===== src/rtl/bounded_step_pkg.sv =====
// Shared mode constants and the range-clamp helper for bounded_step_counter.
package bounded_step_pkg;

  localparam int unsigned MODE_HOLD = 0;
  localparam int unsigned MODE_SAT  = 1;
  localparam int unsigned MODE_WRAP = 2;

  // Widest counter the clamp helper supports; callers zero-extend and truncate.
  localparam int unsigned CLAMP_W = 64;

  function automatic logic [CLAMP_W-1:0] clamp(input logic [CLAMP_W-1:0] value,
                                               input logic [CLAMP_W-1:0] lo,
                                               input logic [CLAMP_W-1:0] hi);
    if (value < lo)      return lo;
    else if (value > hi) return hi;
    else                 return value;
  endfunction

endpackage


===== src/rtl/bounded_step_channel.sv =====
// One bounded up/down counter channel: range check, out-of-range policy, event flags.
// Optional sticky error bit when BOUNDED_STEP_STICKY_ERR_EN is defined.
module bounded_step_channel
  import bounded_step_pkg::*;
#(
  parameter int unsigned WIDTH = 8,
  parameter int unsigned MODE  = MODE_HOLD
) (
  input  logic             clk,
  input  logic             rst,
  input  logic [WIDTH-1:0] lo,
  input  logic [WIDTH-1:0] hi,
  input  logic             cfg_err,
  input  logic             load,
  input  logic [WIDTH-1:0] load_val,
  input  logic [WIDTH-1:0] step,
  input  logic             up,
  input  logic             dn,
  output logic [WIDTH-1:0] q,
  output logic             at_hi,
  output logic             at_lo,
  output logic             ovf,
  output logic             unf
`ifdef BOUNDED_STEP_STICKY_ERR_EN
  ,
  input  logic             err_clr,
  output logic             err_sticky
`endif
);

  localparam int unsigned XW = WIDTH + 1;

  logic [XW-1:0]    q_x, step_x, lo_x, hi_x;
  logic [XW-1:0]    sum, span, up_wrap, dn_wrap;
  logic             wrap_ok, dn_oor;
  logic [WIDTH-1:0] q_nxt;
  logic             ovf_nxt, unf_nxt;

  assign q_x    = XW'(q);
  assign step_x = XW'(step);
  assign lo_x   = XW'(lo);
  assign hi_x   = XW'(hi);

  assign at_hi = (q == hi);
  assign at_lo = (q == lo);

  // All range arithmetic is one bit wider than the counter so nothing wraps internally.
  always_comb begin
    q_nxt   = q;
    ovf_nxt = 1'b0;
    unf_nxt = 1'b0;
    sum     = q_x + step_x;
    span    = hi_x - lo_x + XW'(1);
    up_wrap = sum - span;
    dn_wrap = q_x + span - step_x;
    wrap_ok = (step_x <= hi_x - lo_x);
    dn_oor  = (step_x + lo_x) > q_x;
    if (!cfg_err) begin
      if (load) begin
        q_nxt = WIDTH'(clamp(CLAMP_W'(load_val), CLAMP_W'(lo), CLAMP_W'(hi)));
      end else if ((up ^ dn) && (step != '0)) begin
        if (up) begin
          if (sum <= hi_x) begin
            q_nxt = WIDTH'(sum);
          end else begin
            ovf_nxt = 1'b1;
            if (MODE == MODE_SAT)                  q_nxt = hi;
            else if (MODE == MODE_WRAP && wrap_ok) q_nxt = WIDTH'(up_wrap);
          end
        end else begin
          if (!dn_oor) begin
            q_nxt = WIDTH'(q_x - step_x);
          end else begin
            unf_nxt = 1'b1;
            if (MODE == MODE_SAT)                  q_nxt = lo;
            else if (MODE == MODE_WRAP && wrap_ok) q_nxt = WIDTH'(dn_wrap);
          end
        end
      end
    end
  end

  always_ff @(posedge clk) begin
    if (rst) begin
      q   <= lo;
      ovf <= 1'b0;
      unf <= 1'b0;
    end else begin
      q   <= q_nxt;
      ovf <= ovf_nxt;
      unf <= unf_nxt;
    end
  end

`ifdef BOUNDED_STEP_STICKY_ERR_EN
  // A new event on the same edge as a clear keeps the bit set.
  always_ff @(posedge clk) begin
    if (rst) err_sticky <= 1'b0;
    else     err_sticky <= (err_sticky & ~err_clr) | ovf_nxt | unf_nxt;
  end
`endif

endmodule


===== src/rtl/bounded_step_counter.sv =====
// Multi-channel bounded up/down step counter with hold/saturate/wrap policy.
// Define BOUNDED_STEP_STICKY_ERR_EN to add err_clr / err_sticky.
module bounded_step_counter
  import bounded_step_pkg::*;
#(
  parameter int unsigned WIDTH    = 8,
  parameter int unsigned CHANNELS = 4,
  parameter int unsigned MODE     = MODE_HOLD
) (
  input  logic                      clk,
  input  logic                      rst,
  input  logic [WIDTH-1:0]          lo,
  input  logic [WIDTH-1:0]          hi,
  input  logic [CHANNELS-1:0]       load,
  input  logic [CHANNELS*WIDTH-1:0] load_val,
  input  logic [CHANNELS*WIDTH-1:0] step,
  input  logic [CHANNELS-1:0]       up,
  input  logic [CHANNELS-1:0]       dn,
  output logic [CHANNELS*WIDTH-1:0] q,
  output logic [CHANNELS-1:0]       at_hi,
  output logic [CHANNELS-1:0]       at_lo,
  output logic [CHANNELS-1:0]       ovf,
  output logic [CHANNELS-1:0]       unf,
  output logic                      cfg_err
`ifdef BOUNDED_STEP_STICKY_ERR_EN
  ,
  input  logic                      err_clr,
  output logic [CHANNELS-1:0]       err_sticky
`endif
);

  // Inverted bounds freeze every channel except for reset.
  assign cfg_err = (hi < lo);

  for (genvar i = 0; i < CHANNELS; i++) begin : g_ch
    bounded_step_channel #(
      .WIDTH (WIDTH),
      .MODE  (MODE)
    ) u_ch (
      .clk        (clk),
      .rst        (rst),
      .lo         (lo),
      .hi         (hi),
      .cfg_err    (cfg_err),
      .load       (load[i]),
      .load_val   (load_val[i*WIDTH +: WIDTH]),
      .step       (step[i*WIDTH +: WIDTH]),
      .up         (up[i]),
      .dn         (dn[i]),
      .q          (q[i*WIDTH +: WIDTH]),
      .at_hi      (at_hi[i]),
      .at_lo      (at_lo[i]),
      .ovf        (ovf[i]),
      .unf        (unf[i])
`ifdef BOUNDED_STEP_STICKY_ERR_EN
      ,
      .err_clr    (err_clr),
      .err_sticky (err_sticky[i])
`endif
    );
  end

endmodule


===== config.mk =====
export PLATFORM = sky130hd
export DESIGN_NAME = bounded_step_counter
export DESIGN_NICKNAME = d
export VERILOG_FILES = /design/src/rtl/bounded_step_pkg.sv /design/src/rtl/bounded_step_channel.sv /design/src/rtl/bounded_step_counter.sv
export SDC_FILE = /design/constraint.sdc
export NUM_CORES = 1
export LEC_CHECK = 0
export ABC_AREA = 1
export ABC_CLOCK_PERIOD_IN_PS = 5100
export CORE_MARGIN = 5
export CORE_UTILIZATION = 40
export DETAILED_ROUTE_END_ITERATION = 8
export MAX_ROUTING_LAYER = met4
export PLACE_DENSITY = 0.69
export REMOVE_ABC_BUFFERS = 1
export SLEW_MARGIN = 25
export SYNTH_ARGS = -nofsm -noshare
export SYNTH_HDL_FRONTEND = slang
export SYNTH_SLANG_ARGS = --single-unit

===== constraint.sdc =====
create_clock -name clk -period 5.1 [get_ports clk]
set_input_delay 0.51 -clock clk [delete_from_list [all_inputs] [get_ports clk]]
set_output_delay 0.51 -clock clk [all_outputs]
set_load 0.1 [all_outputs]

=== Word-level counts from Yosys, hierarchy flattened ===
Index checks and enable logic that the tools add are counted.

* Logic and storage cells: 138
* Bits of input ports: 94
* Memories: 0
* Output and inout bits: 49
* Bits in writable memories: 0
* Latch bits: 0
* Register bits after elaboration: 40
* Memory bits (read-only): 0

* Multiplexer cells: 44
* $mul: 0
* Shift operators: 0
* Bitwise operators: 12
* Eq/ne operators: 17
* Order comparisons: 17
* Reduce and logical (&&, ||, !) cells: 24
* Add/sub/neg operators: 12
* Divide/modulo/power cells: 0

{| class="wikitable"
|+ Operator list
! operator !! number
|-
| 8-bit two-way mux || 36
|-
| 8-bit by 8-bit adder with 9-bit output || 8
|-
| 8-bit == test || 8
|-
| 8-bit less-than comparator || 5
|-
| 5-bit OR reduction || 8
|-
| 9-bit by 8-bit > comparator with 1-bit output || 4
|-
| 9-bit by 8-bit <= comparator with 1-bit output || 4
|-
| 8-bit > comparator || 4
|-
| 8-bit nonzero test || 4
|-
| 8-bit subtractor || 4
|-
| 4-bit by 3-bit inequality test with 1-bit output, second input constant || 4
|-
| 4-bit inequality test, second input constant || 4
|-
| 4-bit AND reduction || 4
|-
| 3-bit nonzero test || 4
|-
| 1-bit two-way mux || 8
|-
| 1-bit inverter || 8
|-
| 1-bit logical AND || 4
|-
| 1-bit XOR || 4
|-
| 2-bit inequality test, second input constant || 1
|}

=== Depth between registers and ports, before layout ===
Gate-level depths: netlist (run 1).

* Depth in word-level cells: 8
* Depth in mapped cells: 22
* Mapped depth without buffers: 21

=== Cells and area by module ===
From an unflattened synthesis (run 1), not the netlist that was laid out.

* Cells, all modules: 1,732
* Area, all modules: 11,375.9 um2

{| class="wikitable"
|+ By module, submodules not included
! module !! cells an instance !! sequential area each (um2) !! instances !! area each (um2)
|-
| bounded_step_channel (g_ch[1].u_ch ...) || 424 || 280.3 || 2 || 2,796.4
|-
| bounded_step_channel (g_ch[0].u_ch) || 430 || 280.3 || 1 || 2,808.9
|-
| bounded_step_channel (g_ch[3].u_ch) || 423 || 280.3 || 1 || 2,790.2
|-
| bounded_step_counter || 31 || 0.0 || 1 || 183.9
|}

=== Worst setup path after synthesis (run 1) ===
OpenSTA, ideal clock, no wires.

* Path kind: input-to-reg
* From: input lo[1]
* To: register g_ch[0].u_ch.q[0] (enable)
* Arrival: 3.420 ns
* Library setup time: 0.370 ns
* Path buffers: 1
* Data required time: 4.730 ns
* Slack: 1.310 ns
* Cell stages on the path: 16
* Cell sequence: clkbuf_1 inv_1 fa_1 o21ai_0 nand2_1 o21ai_0 xor2_1 ha_1 a21o_1 a21oi_1 nand2_1 nand2_1 nand2_1 nand2_1 nand3_1 nor2_1

* Word-level cells in the longest chain between the ends: 4
* Elaborated cells between the ends (all ways): 6
* Those cells by class: add/sub: 1; order compare: 2; eq/ne: 2; reduce/logical: 1

{| class="wikitable"
|+ Ends and longest elaborated chain
! element !! RTL line !! RTL
|-
| start: declaration || bounded_step_counter.sv:12 || <nowiki>input logic [WIDTH-1:0] lo,</nowiki>
|-
| 8-bit by 8-bit adder with 9-bit output || bounded_step_channel.sv:57 || <nowiki>dn_oor = (step_x + lo_x) > q_x;</nowiki>
|-
| 9-bit by 8-bit > comparator with 1-bit output || bounded_step_channel.sv:57 ||
|-
| 4-bit inequality test (no line) || -- ||
|-
| 4-bit AND reduction (no line) * || -- ||
|-
| end signal: assignment || bounded_step_channel.sv:85 || <nowiki>q <= lo;</nowiki>
|-
| end signal: assignment || bounded_step_channel.sv:89 || <nowiki>q <= q_nxt;</nowiki>
|-
| end: declaration || bounded_step_channel.sv:19 || <nowiki>output logic [WIDTH-1:0] q,</nowiki>
|}

Every way passes the cells marked *; elsewhere a longest branch is shown, timed or not.
A chain may end at the register's enable or synchronous reset.

=== Worst setup path in the final report (run 1) ===
* From: input lo[0]
* To: register g_ch[0].u_ch.q[1] (enable)

The elaborated chain is that of the path after synthesis.

==> impl_metrics.env, run 1 <==
export IMPL_drtPass1Iterations=6
export IMPL_final_common_cell="nand2_1"
export IMPL_drive_gt1_share_pct=3.88
export IMPL_cts_sinks=40
export IMPL_area_growth_pct=16.7
export IMPL_cp_arrival_ps=4340
export IMPL_power_leakage_nw=6.80
export IMPL_drv_slew=0
export IMPL_p_per_area_nw_per_um2=273
export IMPL_place_congestion=0.966
export IMPL_ys_flop_type="edfxtp_1"
export IMPL_yosysTopAreaCellShare_pct=25.5
export IMPL_clock_latency_ps=310
export IMPL_ant_nets=0
export IMPL_rsz0062_at_grt="false"
export IMPL_tightest_slew_ps=986
export IMPL_status="finished, final reports clean"
export IMPL_synth_edf_count=32
export IMPL_drc=0
export IMPL_postSynthCellCount=1690
export IMPL_grt_pass1_vias=11292
export IMPL_syn_mean_instance_area_um2=6.48
export IMPL_grt_max_degree=17
export IMPL_portBuffers=142
export IMPL_max_slew_margin_pct=34.1
export IMPL_synthArstFlopShare_pct=0
export IMPL_yosysTopAreaCell="ha_1"
export IMPL_fillers=2758
export IMPL_synthTopCellsByArea="ha_1 (25%), nand2_1 (15%), inv_1 (9.0%)"
export IMPL_period_share_pct=86.5
export IMPL_synth_cell_type_count=51
export IMPL_synth_seq_cells=40
export IMPL_fin_setup_tns_ps=0
export IMPL_die_height_um=175
export IMPL_htree_levels=2
export IMPL_cts_resized=0
export IMPL_cts_hold_buf=0
export IMPL_io_pins=143
export IMPL_wl_mm=40.1
export IMPL_root_buffer="clkbuf_16"
export IMPL_grtUsageTotal_pct=26.1
export IMPL_placed_cell_area_um2=12600
export IMPL_vias=11794
export IMPL_dp_hpwl_mm=31.9
export IMPL_num_nets_final=2134
export IMPL_final_cell_mix="nand2_1 (450), inv_1 (264), ha_1 (223)"
export IMPL_final_min_clock_period_ps=4410
export IMPL_finalHoldViolCount=0
export IMPL_finalHoldWorstSlack_ps=1010
export IMPL_cts_made_buffers=5
export IMPL_antenna_found_initial=0
export IMPL_die_area_um2=30800
export IMPL_dr_first_iter_drc_count=1094
export IMPL_crit_type="in2reg"
export IMPL_clkSlewWorstSetupHoldPaths_ps=70
export IMPL_critPathMaxFanout=8
export IMPL_seq_area_frac_synth_pct=10.2
export IMPL_setup_viol=0
export IMPL_clockBufferDepth=2
export IMPL_yosys_warnings=0
export IMPL_grt_ovfl_total=0
export IMPL_initial_utilization_pct=40.6
export IMPL_hp_class="in2reg"
export IMPL_end_kind="register"
export IMPL_finClkSkew_ps=8.87
export IMPL_final_cell_area_um2=12800
export IMPL_postCtsSetupBuffers=0
export IMPL_drv_cap=0
export IMPL_cts_tree="done"
export IMPL_wire_per_inst_um=18.7
export IMPL_required_ps=5030
export IMPL_antenna_cells=0
export IMPL_syn_cell_area_um2=11000
export IMPL_critPathLaunchType="input port"
export IMPL_power_total_mw=3.49
export IMPL_num_rows=60
export IMPL_placeableCoreArea_um2=27000
export IMPL_grt_pass1_wl_mm=61.9
export IMPL_die_w_um=175
export IMPL_viasPerCell=5.49
export IMPL_peakVddDrop_mv=0.135
export IMPL_max_freq_mhz=227
## layer usage
metal  global-route usage [%]  share of wire, %  vias to the layer above
met5                        -                 0                        -
met4                     9.97               4.5                        0
met2                     41.3                44                      493
met1                     34.3                44                     5414
li1                         -                 -                     5770
met3                     3.16               7.2                      117
## worst paths after layout
| path | from | slack, ps | endpoint | depth (start not counted) |
|---|---|---|---|---|
| worst max-delay path | lo[0] | 690 | g_ch[0].u_ch.q[1] | 17 |
| worst min-delay path | dn[1] | 1010 | g_ch[1].u_ch.ovf | 4 |
| worst max register to register | g_ch[2].u_ch.q[0] | 1510 | g_ch[2].u_ch.q[0] | 20 |
| worst min register to register | g_ch[0].u_ch.q[0] | 1030 | g_ch[0].u_ch.unf | 6 |
## logic make-up after synthesis
logic type | synth area share (%)
AO/OA/AOI/OAI | 13.7
flip-flops | 10.2
buffers and inverters | 12.3
AND/OR/NAND/NOR | 28.8
XOR/XNOR | 7.36
adder cells (fa/ha/maj) | 27.7
## sequential cells by signal, indices dropped and copies added, names as in the netlist
register	cells
g_ch.u_ch.unf	4
g_ch.u_ch.q	32
g_ch.u_ch.ovf	4
## where the power goes
part | leakage [nW] | internal, mW | switching [mW]
Sequential | 0.383 | 0.430 | 0.135
Clock | 0.0804 | 0.233 | 0.156
Combinational | 6.33 | 0.872 | 1.66
## Yosys cell counts (5+ instances only)
master / instances
o31ai_1: 5
nand2_1: 450
a21oi_1: 124
buf_4: 17
nand3b_1: 5
o21ai_1: 6
ha_1: 223
buf_2: 19
o211ai_1: 26
xor2_1: 54
edfxtp_1: 32
o21ai_2: 7
a211oi_1: 6
a31oi_1: 8
fa_1: 12
nand2_2: 6
dfxtp_1: 8
nor4_1: 9
nand3_1: 114
nor2_1: 98
o21ai_0: 45
nor3_1: 9
o21bai_1: 7
clkbuf_1: 14
inv_1: 264
nand4_1: 31
xnor2_1: 38
and2_1: 6
## critical path, cell delays in order
cell and delay (ps):
clkdlybuf4s50_1 870, ha_1 280, inv_1 60, fa_1 390
o21ai_0 300, nand2_1 110, o21ai_0 220, xor2_1 170
ha_1 250, a21o_1 180, a21oi_1 130, nand2_1 70
nand2_1 50, nand2_1 50, nand2_1 90, nand3_1 80
nor2_1 510
## through the flow
| step | instances | setup WS (ps) | utilization [%] |
|---|---|---|---|
| after floorplan | 1634 | -1410 | - |
| after global placement | 2139 | 562 | 46.8 |
| after detailed placement | 2139 | 427 | 46.8 |
| after CTS | 2147 | 710 | 47.4 |
| after global routing | 2147 | 532 | 47.4 |
| final | 2147 | 690 | 47.4 |
## layout make-up
| type | count | area [µm²] | share of cell area [%] |
|---|---|---|---|
| timing repair buffer | 164 | 1560 | 12.2 |
| sequential | 40 | 1120 | 8.77 |
| inverter | 269 | 1010 | 7.94 |
| clock inverter | 3 | 46.3 | 0.362 |
| tap | 341 | 427 | 3.34 |
| clock buffer | 5 | 125 | 0.979 |
| multi-input combinational | 1325 | 8490 | 66.4 |
Note: power is estimated with default switching activity, not from simulation.
==> inputs of run 2 (changes only) <==
- SLEW_MARGIN: 25 -> 20
==> results of run 2 <==
Final layout, timing and power as in run 1 (identical DEF).
